### config.mk
export PLATFORM = sky130hd
export DESIGN_NAME = bcd2bin_seq
export DESIGN_NICKNAME = d
export VERILOG_FILES = /design/src/rtl/bcd_pkg.sv /design/src/rtl/bcd_mac10.sv /design/src/rtl/bcd2bin_seq.sv
export SDC_FILE = /design/constraint.sdc
export NUM_CORES = 1
export LEC_CHECK = 0
export CAP_MARGIN = 10
export CORE_MARGIN = 2
export CORE_UTILIZATION = 40
export DETAILED_ROUTE_END_ITERATION = 8
export PLACE_DENSITY = 0.65
export SYNTH_ARGS = -nofsm -noshare
export SYNTH_HDL_FRONTEND = slang
export SYNTH_SLANG_ARGS = --single-unit
### constraint.sdc
create_clock -name clk -period 2.65 [get_ports clk]
set_input_delay 0.265 -clock clk [delete_from_list [all_inputs] [get_ports clk]]
set_output_delay 0.265 -clock clk [all_outputs]
set_load 0.05 [all_outputs]
### src/rtl/bcd_pkg.sv
// Shared types for the packed-BCD to binary converter.
// Optional digit checking: define BCD2BIN_ERRCHK_EN.
package bcd_pkg;

  localparam int BCD_DIGIT_W = 4;

  typedef logic [BCD_DIGIT_W-1:0] bcd_digit_t;

  typedef enum logic [1:0] {
    IDLE = 2'd0,
    CONV = 2'd1,
    DONE = 2'd2
  } bcd2bin_state_t;

endpackage

### src/rtl/bcd_mac10.sv
// One Horner step: acc_next = acc*10 + digit.
// Pure combinational, shift-add form of the multiply.
import bcd_pkg::*;

module bcd_mac10 #(
  parameter int ACC_W = 18
) (
  input  logic [ACC_W-1:0] i_acc,
  input  bcd_digit_t       i_digit,
  output logic [ACC_W-1:0] o_acc_next
);

  logic [ACC_W-1:0] w_x8;
  logic [ACC_W-1:0] w_x2;
  logic [ACC_W-1:0] w_dig;

  assign w_x8 = i_acc << 3;
  assign w_x2 = i_acc << 1;
  assign w_dig = {{(ACC_W-BCD_DIGIT_W){1'b0}}, i_digit};

  // acc*10 as (acc<<3)+(acc<<1), then add the digit
  always_comb begin
    o_acc_next = w_x8 + w_x2 + w_dig;
  end

endmodule

### src/rtl/bcd2bin_seq.sv
// Sequential packed-BCD to binary converter, MS digit first.
// Define BCD2BIN_ERRCHK_EN to flag digits above 9.
import bcd_pkg::*;

module bcd2bin_seq #(
  parameter int NDIGITS = 4,
  localparam int BIN_W = $clog2(10**NDIGITS)
) (
  input  logic                           clk,
  input  logic                           rst,
  input  logic [BCD_DIGIT_W*NDIGITS-1:0] bcd_in,
  input  logic                           in_valid,
  output logic                           in_ready,
  output logic [BIN_W-1:0]               binary,
  output logic                           error,
  output logic                           out_valid,
  input  logic                           out_ready
);

  localparam int SH_W  = BCD_DIGIT_W * NDIGITS;
  localparam int ACC_W = BIN_W + 4;
  localparam int CNT_W = (NDIGITS > 1) ? $clog2(NDIGITS) : 1;
  localparam logic [CNT_W-1:0] CNT_LAST = CNT_W'(NDIGITS - 1);

  bcd2bin_state_t r_state;
  bcd2bin_state_t w_state_nxt;

  logic [SH_W-1:0]  r_shreg;
  logic [ACC_W-1:0] r_acc;
  logic [CNT_W-1:0] r_cnt;
  logic             w_err;

  bcd_digit_t       w_top;
  logic [ACC_W-1:0] w_acc_nxt;
  logic             w_take;
  logic             w_last;

  assign w_top  = r_shreg[SH_W-1 -: BCD_DIGIT_W];
  assign w_take = (r_state == IDLE) && in_valid;
  assign w_last = (r_cnt == CNT_LAST);

  bcd_mac10 #(
    .ACC_W(ACC_W)
  ) u_mac (
    .i_acc     (r_acc),
    .i_digit   (w_top),
    .o_acc_next(w_acc_nxt)
  );

  // state register
  always_ff @(posedge clk) begin
    if (rst) r_state <= IDLE;
    else     r_state <= w_state_nxt;
  end

  // next state and handshake outputs
  always_comb begin
    w_state_nxt = r_state;
    in_ready    = 1'b0;
    out_valid   = 1'b0;
    unique case (r_state)
      IDLE: begin
        in_ready = 1'b1;
        if (in_valid) w_state_nxt = CONV;
      end
      CONV: begin
        if (w_last) w_state_nxt = DONE;
      end
      DONE: begin
        out_valid = 1'b1;
        if (out_ready) w_state_nxt = IDLE;
      end
      default: w_state_nxt = IDLE;
    endcase
  end

  // capture, then consume one digit per cycle
  always_ff @(posedge clk) begin
    if (rst) begin
      r_shreg <= '0;
      r_acc   <= '0;
      r_cnt   <= '0;
    end else if (w_take) begin
      r_shreg <= bcd_in;
      r_acc   <= '0;
      r_cnt   <= '0;
    end else if (r_state == CONV) begin
      r_shreg <= r_shreg << BCD_DIGIT_W;
      r_acc   <= w_acc_nxt;
      r_cnt   <= r_cnt + 1'b1;
    end
  end

`ifdef BCD2BIN_ERRCHK_EN
  logic r_err;

  // sticky per-conversion bad-digit flag
  always_ff @(posedge clk) begin
    if (rst)
      r_err <= 1'b0;
    else if (w_take)
      r_err <= 1'b0;
    else if (r_state == CONV && w_top > 4'd9)
      r_err <= 1'b1;
  end

  assign w_err = r_err;
`else
  assign w_err = 1'b0;
`endif

  // result is only presented while DONE; bad input forces zero
  always_comb begin
    binary = '0;
    error  = 1'b0;
    if (r_state == DONE) begin
      error = w_err;
      if (!w_err) binary = r_acc[BIN_W-1:0];
    end
  end

endmodule

After elaboration in Yosys (flattened, before gate mapping)
Cells that the tools add are included.
{"block": "word_totals", "register_bits": 34, "in_bits": 20, "output_inout_bits": 17, "elab_cells": 27}
{"block": "classes", "addsub": 3, "n_eq_ne": 6, "mux": 9, "n_reduce_logical": 5}
{"cell": "two-way mux 16 bit", "n": 2}
{"cell": "adder 14 bit", "n": 1}
{"cell": "adder 14 x 4 -> 14 bit", "n": 1}
{"cell": "two-way mux 14 bit", "n": 1}
{"cell": "two-way mux 2 bit", "n": 3}
{"cell": "!= test 2 bit, second input constant", "n": 3}
{"cell": "case mux 2 bit (3 select lines)", "n": 1}
{"cell": "equality test 2 bit, second input constant", "n": 2}
{"cell": "AND reduction 3 bit", "n": 1}
{"cell": "adder 2 x 1 -> 2 bit, second input constant", "n": 1}
{"cell": "equality test 2 x 1 -> 1 bit, second input constant", "n": 1}
{"cell": "zero test 2 bit", "n": 1}
{"cell": "two-way mux 1 bit", "n": 2}
{"cell": "nonzero test 2 bit", "n": 1}
{"cell": "OR reduction 2 bit", "n": 1}
{"cell": "logical AND 1 bit", "n": 1}

Depth between registers and ports, before layout
Gate-level depths: netlist of the first run.
{"block": "depth", "ltp_word": 3, "depth_mapped": 10, "mapped_depth_nobuf": 10}

By module
From an unflattened synthesis of the first run, not the netlist that was laid out.
{"block": "unflattened", "cells_unflattened": 308, "area_unflattened_um2": 2586.2}
{"module": "bcd2bin_seq", "instances": 1, "cells_each": 184, "area_per_inst_um2": 1574.0, "seq_area_each_um2": 760.7}
{"module": "bcd_mac10", "instances": 1, "cells_each": 124, "area_per_inst_um2": 1012.2, "seq_area_each_um2": 0.0}

Worst setup path after synthesis of the first run
Ideal clock, no wire load.
{"block": "synth_timing", "kind": "reg2reg", "from": "register r_acc[0]", "to": "register r_acc[13]", "setup_ns": 0.127, "t_arrival_ns": 2.296, "required_time_ns": 2.523, "slack_ns": 0.227, "stages_incl_launch_ff": 11, "path_buffers": 0, "period_less_slack_ns": 2.423, "cell_sequence": "dfxtp_1 -> inv_1 -> fa_1 -> inv_1 -> ha_1 -> a21oi_1 -> nor2b_2 -> a31oi_1 -> o31a_1 -> and3_1 -> or3_1"}
{"block": "synth_between", "elab_chain_cells": 2}
{"element": "from (decl)", "line": "bcd2bin_seq.sv:29", "rtl": "logic [ACC_W-1:0] r_acc;"}
{"element": "from (signal assigned)", "line": "bcd2bin_seq.sv:89", "rtl": "r_acc <= w_acc_nxt;"}
{"element": "adder 14 bit", "line": "bcd_mac10.sv:23", "rtl": "o_acc_next = w_x8 + w_x2 + w_dig;"}
{"element": "adder 14 x 4 -> 14 bit", "line": "bcd_mac10.sv:23"}
No other way between the ends.
A chain may end at the register's enable or synchronous reset.

Worst setup path after layout of the first run
{"block": "layout_timing", "from": "register r_shreg[15]", "to": "register r_acc[13]"}
{"block": "layout_between", "elab_chain_cells": 1}
{"element": "from (decl)", "line": "bcd2bin_seq.sv:28", "rtl": "logic [SH_W-1:0] r_shreg;"}
{"element": "from (signal assigned)", "line": "bcd2bin_seq.sv:84", "rtl": "r_shreg <= bcd_in;"}
{"element": "from (signal assigned)", "line": "bcd2bin_seq.sv:88", "rtl": "r_shreg <= r_shreg << BCD_DIGIT_W;"}
{"element": "adder 14 x 4 -> 14 bit", "line": "bcd_mac10.sv:23"}
No other way between the ends.

==> impl_metrics.csv, run 1 <==
group,metric,value,unit
run_status,status,"finished, final reports clean",
sta,fin_worst_skew,0.00447,ns
worst_setup_path,critPathLaunchType,"flip-flop",
final_layout,synthToLayoutAreaGrowth,24.7,%
synthesis,synthArstFlopShare,0,
routing,vias,1808,
floorplanning,start_util,0.407,
worst_setup_path,crit_family,"adder cells",
placed_design,io_buffer_count,35,
clock_network,cts_made_buffers,5,
sta,hold_viol,0,
worst_setup_path,slowest_delay,0.53,ns
sta,rsz0062_at_grt,"false",
worst_setup_path,required,2.82,ns
worst_setup_path,cpMostUsedCell,"inv_1",
clock_network,cts_resized,0,
worst_setup_path,critPathSlowestCell,"fa_1",
synthesis,ys.flop_type,"dfxtp_1",
clock_network,cts.sinks,34,
floorplanning,dieArea,5730,um^2
global_routing,track_usage,0.170,
sta,fin_crit,2.49,ns
sta,period_share,0.939,
synthesis,synth_fp_nets,303,
worst_setup_path,crit_fanout,4,
floorplanning,coreArea,5040,um^2
clock_network,cts_setup_buffers,0,
final_layout,drive_above_1_share,0.126,
clock_network,path_clk_slew,0.07,ns
synthesis,ys_top_cells_by_area,"dfxtp_1, ha_1, a21oi_1, nand2_1, a22oi_1",
final_layout,n_fill_cell,498,
worst_hold_path,hp-class,"reg -> reg",
clock_network,cts_root_buf,"clkbuf_8",
routing,first_pass_iters,4,
worst_setup_path,crit_path_end_kind,"flip-flop",
routing,finalWirelength,4390,um
global_routing,first_global_vias,1658,
pwr,leakagePower,1.09,nW
routing,wl_per_cell,12.1,um
synthesis,syn_avg_cell_area,7.96,um^2
placed_design,placed_cells,355,
sta,fmax,402,MHz
global_routing,grt_antenna_before_repair,0,
synthesis,ys_ff_latch,34,
final_layout,stdcell_count,363,
worst_setup_path,crit_chain,"inv_1, fa_1, inv_1, ha_1, a21oi_1, nor2b_2, a31oi_4, o31a_1, and3_1, or3_1",
routing,via_per_inst,4.98,
worst_setup_path,worst-setup-path-type,"reg -> reg",
job,drv_cap,0,
clock_network,worstSkewPairLatency,0.28,ns
floorplanning,die_w,75.7,um
sta,relSlewSlack,0.476,
clock_network,cts_htree_levels,2,
floorplanning,dieHeight,75.7,um
synthesis,yosys.area.top_type_share,0.331,
routing,first_iter_violations,107,
worst_setup_path,path_buf_inv,2,
sta,finalMaxSlewViolations,0,
synthesis,synth_cell_type_count,34,
floorplanning,io_pins,37,
worst_setup_path,arrival,2.66,ns
synthesis,ys_seq_area_frac,0.331,
routing,ant_nets,0,
synthesis,syn_area,2050,um^2
final_layout,antenna_cells,0,
clock_network,hold_buffers,0,
pwr,ir_drop,0.259,mV
clock_network,tritoncts,"yes",
floorplanning,rows,26,
worst_setup_path,r2r_setup_slack,0.16,ns
placed_design,dp.final_hpwl,3320,um
synthesis,yosysTopAreaCell,"dfxtp_1",
synthesis,yosys_warnings,0,
clock_network,clockBufferDepth,2,
global_routing,grt_max_degree,20,
synthesis,postSynthCellCount,258,
sta,setup_tns,0,ns
pwr,power_density,432,nW/um^2
placed_design,finalWeightedCongestion,0.857,
routing,drc,0,
global_routing,grt_overflow_total,0,
global_routing,grt_pass1_wl,7310,um
sta,setup_viol,0,
synthesis,synth_edf_count,0,
sta,worst_pin_slew,0.786,ns
final_layout,nets,337,
## routing by layer
layer | routed length (um) | track usage | part of all wire | vias up
met2 | 2090 | 0.286 | 0.48 | 34
met1 | 2100 | 0.211 | 0.48 | 814
met5 | 0 | 0 | 0 | -
li1 | - | - | - | 953
met4 | 64 | 0.0643 | 0.015 | 0
met3 | 138 | 0.0397 | 0.031 | 7
## sequential cells by signal (all words and copies together), names as in the netlist
name	cells
r_state	2
r_acc	14
r_shreg	16
r_cnt	2
## placed cells by master (no fill, tap or decap), types with 11 or more instances in the layout
cell type	instances
clkdlybuf4s50_1	21
ha_1	23
nor2_1	16
buf_4	20
a21oi_1	35
xnor2_1	11
and2_1	14
dfxtp_1	32
a22oi_1	13
nand2_1	46
## power breakdown
| group | internal, W | total [W] | switching, W |
|---|---|---|---|
| Sequential | 0.000533 | 0.000547 | 0.0000144 |
| Combinational | 0.0000703 | 0.000160 | 0.0000900 |
| Clock | 0.000209 | 0.000400 | 0.000191 |
## synthesized netlist by cell type (all sizes together) (2+ instances only)
cell / count
a211oi: 2
dfxtp: 34
nor2: 17
o21ai: 9
and2: 14
fa: 2
xnor2: 11
nand4: 2
inv: 9
nand2: 47
a22oi: 13
o211ai: 2
nor2b: 3
ha: 23
clkbuf: 7
nand3: 10
buf: 7
a21oi: 35
## tightest hold or removal path, cell delays in order, from the launching register on
cell     delay (ns)
dfxtp_1        0.31
nand2_1        0.05
a21oi_1        0.05
## layout make-up
class,count,area (um^2),area share
tap,70,87.6,0.0342
multi-input combinational,201,1300,0.508
clock inverter,2,12.5,0.00489
inverter,9,33.8,0.0132
timing repair buffer,41,360,0.141
clock buffer,6,82.6,0.0322
sequential,34,683,0.267
## worst paths after layout
| kind | to | depth (start not counted) | from |
|---|---|---|---|
| worst min register to register | r_shreg[11]$_SDFFE_PP0P_ | 2 | r_shreg[11]$_SDFFE_PP0P_ |
| worst max-delay path | r_acc[13]$_SDFFE_PP0P_ | 10 | r_shreg[15]$_SDFFE_PP0P_ |
| worst min-delay path | r_shreg[11]$_SDFFE_PP0P_ | 2 | r_shreg[11]$_SDFFE_PP0P_ |
| worst max register to register | r_acc[13]$_SDFFE_PP0P_ | 10 | r_shreg[15]$_SDFFE_PP0P_ |
## logic make-up (layout without fill, tap and decap cells)
logic type	after synthesis	count (layout)	share of synthesized area
simple gates	98	98	0.225
compound gates	65	65	0.185
flops	34	34	0.331
fa+ha+maj	25	25	0.160
buf+inv	23	58	0.0463
xor+xnor	12	12	0.0512
other cells	1	1	0.00183
## per-stage QoR
| step | hold slack [ns] | total power [W] | util | setup WS [ns] | instance area, um^2 |
|---|---|---|---|---|---|
| after floorplan | 0.401 | 0.000657 | - | 0.227 | 2050 |
| after global placement | 0.443 | 0.000718 | 0.486 | 0.156 | 2450 |
| after detailed placement | 0.448 | 0.000720 | 0.486 | 0.0574 | 2450 |
| after CTS | 0.458 | 0.00113 | 0.504 | 0.0612 | 2540 |
| after global routing | 0.477 | 0.00116 | 0.508 | 0.0282 | 2560 |
| final | 0.456 | 0.00111 | 0.508 | 0.162 | 2560 |
Power figures use the tool's default switching activity.
==> run 2: changes to the inputs <==
--- a/config.mk
+++ b/config.mk
@@ -10,6 +10,7 @@
 export CORE_UTILIZATION = 40
 export DETAILED_ROUTE_END_ITERATION = 8
 export PLACE_DENSITY = 0.65
+export SLEW_MARGIN = 20
 export SYNTH_ARGS = -nofsm -noshare
 export SYNTH_HDL_FRONTEND = slang
 export SYNTH_SLANG_ARGS = --single-unit
==> constraint.sdc (replaced) <==
create_clock -name clk -period 2.65 [get_ports clk]
set_input_delay 0.795 -clock clk [delete_from_list [all_inputs] [get_ports clk]]
set_output_delay 0.795 -clock clk [all_outputs]
set_load 0.05 [all_outputs]
==> impl_metrics.csv, run 2 (synthesis results as in run 1) <==
group,metric,value,unit
run_status,status,"finished, final reports clean",
pwr,leakagePower,1.13,nW
floorplanning,rows,26,
global_routing,track_usage,0.173,
sta,setup_tns,0,ns
worst_setup_path,arrival,2.69,ns
sta,fmax,396,MHz
routing,via_per_inst,5.11,
clock_network,path_clk_slew,0.07,ns
sta,period_share,0.954,
worst_setup_path,critPathSlowestCell,"fa_1",
pwr,clockPowerShare,0.366,
worst_setup_path,crit_path_end_kind,"flip-flop",
pwr,internal_power,0.000810,W
global_routing,grt_pass1_wl,7650,um
placed_design,io_buffer_count,35,
worst_setup_path,required,2.81,ns
worst_setup_path,cpMostUsedCell,"inv_1",
job,drv_cap,0,
final_layout,antenna_cells,0,
clock_network,cts_htree_levels,2,
final_layout,drive_above_1_share,0.127,
sta,hold_viol,0,
worst_hold_path,hp-class,"reg -> reg",
worst_setup_path,crit_fanout,4,
worst_setup_path,r2r-end,"r_acc[13]$_SDFFE_PP0P_",
final_layout,layout_common_cells,"nand2_1, a21oi_1, dfxtp_1",
sta,rsz0062_at_grt,"false",
floorplanning,start_util,0.407,
global_routing,first_global_vias,1749,
sta,relSlewSlack,0.480,
final_layout,nets,336,
routing,first_iter_violations,74,
routing,finalWirelength,4520,um
clock_network,cts.sinks,34,
routing,drc,0,
worst_setup_path,crit_family,"adder cells",
clock_network,cts_made_buffers,5,
final_layout,largest_register_ffs,16,
pwr,p_comb_frac,0.142,
clock_network,cts_setup_buffers,0,
clock_network,cts_root_buf,"clkbuf_8",
global_routing,grt_max_degree,20,
placed_design,placed_area,2630,um^2
final_layout,top_register,"r_shreg",
sta,fin_crit,2.53,ns
pwr,switching_share,0.272,
pwr,p_seq_frac,0.492,
floorplanning,die_w,75.7,um
clock_network,worstSkewPairLatency,0.28,ns
final_layout,final_cell_area,2730,um^2
floorplanning,dieHeight,75.7,um
pwr,ir_drop,0.328,mV
final_layout,layout_commonest_cell,"nand2_1",
global_routing,grt_antenna_before_repair,0,
routing,ant_nets,0,
final_layout,reg_top3,"r_shreg x16, r_acc x14",
global_routing,grt_overflow_total,0,
pwr,p_switching,0.000302,W
final_layout,n_fill_cell,488,
sta,setup_viol,0,
floorplanning,coreArea,5040,um^2
worst_setup_path,worst-setup-path-type,"reg -> reg",
clock_network,tritoncts,"yes",
floorplanning,dieArea,5730,um^2
routing,vias,1850,
placed_design,finalWeightedCongestion,0.900,
worst_setup_path,crit_chain,"inv_1, fa_1, inv_1, ha_1, a21oi_1, nor2b_2, a31oi_2, o31a_1, and3_1, or3_1",
routing,wl_per_cell,12.5,um
clock_network,cts_resized,0,
worst_hold_path,min_to,"r_shreg[15]$_SDFFE_PP0P_",
worst_hold_path,whs_path_depth,2,
sta,finalMaxSlewViolations,0,
worst_setup_path,critPathLaunchType,"flip-flop",
worst_setup_path,r2r_setup_slack,0.12,ns
worst_setup_path,reg2reg_depth,10,
sta,worst_pin_slew,0.780,ns
worst_setup_path,reg2reg_from,"r_acc[2]$_SDFFE_PP0P_",
routing,first_pass_iters,5,
worst_setup_path,slowest_delay,0.47,ns
pwr,power_density,407,nW/um^2
placed_design,dp.final_hpwl,3370,um
worst_setup_path,path_buf_inv,2,
worst_hold_path,timing.hold.worst.start,"r_shreg[15]$_SDFFE_PP0P_",
final_layout,synthToLayoutAreaGrowth,33.0,%
clock_network,clockBufferDepth,2,
sta,fin_worst_skew,0.00995,ns
clock_network,hold_buffers,0,
floorplanning,io_pins,37,
-- run 2: cell types whose count changed in the layout (fill, tap and decap cells not counted) --
cell | previous run | this run
a21oi_1 | 35 | 34
a21oi_2 | 0 | 1
a31oi_2 | 0 | 1
a31oi_4 | 1 | 0
buf_12 | 0 | 15
buf_4 | 20 | 5
clkdlybuf4s50_1 | 21 | 20
dfxtp_1 | 32 | 33
dfxtp_2 | 2 | 1
-- run 2: routing by layer --
layer | GRT usage | routed length, um | up-vias | share of wire
met1 | 0.222 | 2110 | 859 | 0.47
met3 | 0.0397 | 159 | 4 | 0.035
met5 | 0 | 0 | - | 0
met4 | 0.0546 | 37 | 0 | 0.0082
met2 | 0.290 | 2210 | 42 | 0.49
li1 | - | - | 945 | -
-- run 2: worst reg2reg max path: cells and delay by family, from the launching register on --
kind,cells,cell delay (ns)
buffers and inverters,2,0.14
AO/OA/AOI/OAI,3,0.55
AND/OR/NAND/NOR,3,0.61
flip-flops,1,0.37
adder cells (fa/ha/maj),2,0.74
-- run 2: stage by stage --
step	setup WS, ns	total power (W)	utilization	cells	hold WS, ns
after global routing	0.00742	0.00117	0.542	362	0.483
final	0.123	0.00111	0.542	362	0.459
after floorplan	0.115	0.000657	-	258	0.432
after global placement	0.165	0.000714	0.521	354	0.443
after CTS	0.0628	0.00113	0.540	362	0.461
after detailed placement	0.0629	0.000716	0.521	354	0.450
-- run 2: worst max-delay path by stage --
stage                     depth (start not counted)                     from                      to
after floorplan                                   3  r_state[1]$_SDFFE_PP0P_              binary[10]
after global placement                           10    r_acc[0]$_SDFFE_PP0P_  r_acc[13]$_SDFFE_PP0P_
after detailed placement                         10    r_acc[0]$_SDFFE_PP0P_  r_acc[13]$_SDFFE_PP0P_
after CTS                                        10    r_acc[0]$_SDFFE_PP0P_  r_acc[13]$_SDFFE_PP0P_
after global routing                             10    r_acc[2]$_SDFFE_PP0P_  r_acc[13]$_SDFFE_PP0P_
final                                            10    r_acc[2]$_SDFFE_PP0P_  r_acc[13]$_SDFFE_PP0P_
-- run 2: power groups by stage --
stage               logic [W]  registers (W)  clock network, W
floorplan            0.000103       0.000554                 0
global placement     0.000156       0.000558                 0
detailed placement   0.000157       0.000559                 0
CTS                  0.000158       0.000547          0.000421
global route         0.000176       0.000550          0.000443
finish               0.000158       0.000547          0.000407
-- run 2: area by class of cell --
type                    count  area, um^2  share of cell area
repair buffers             40         538               0.197
clock inverters             2        12.5             0.00458
multi-input cells         201        1300               0.474
well taps                  70        87.6              0.0321
inverters                   9        33.8              0.0124
clock buffers               6        82.6              0.0302
flip-flops and latches     34         682               0.250
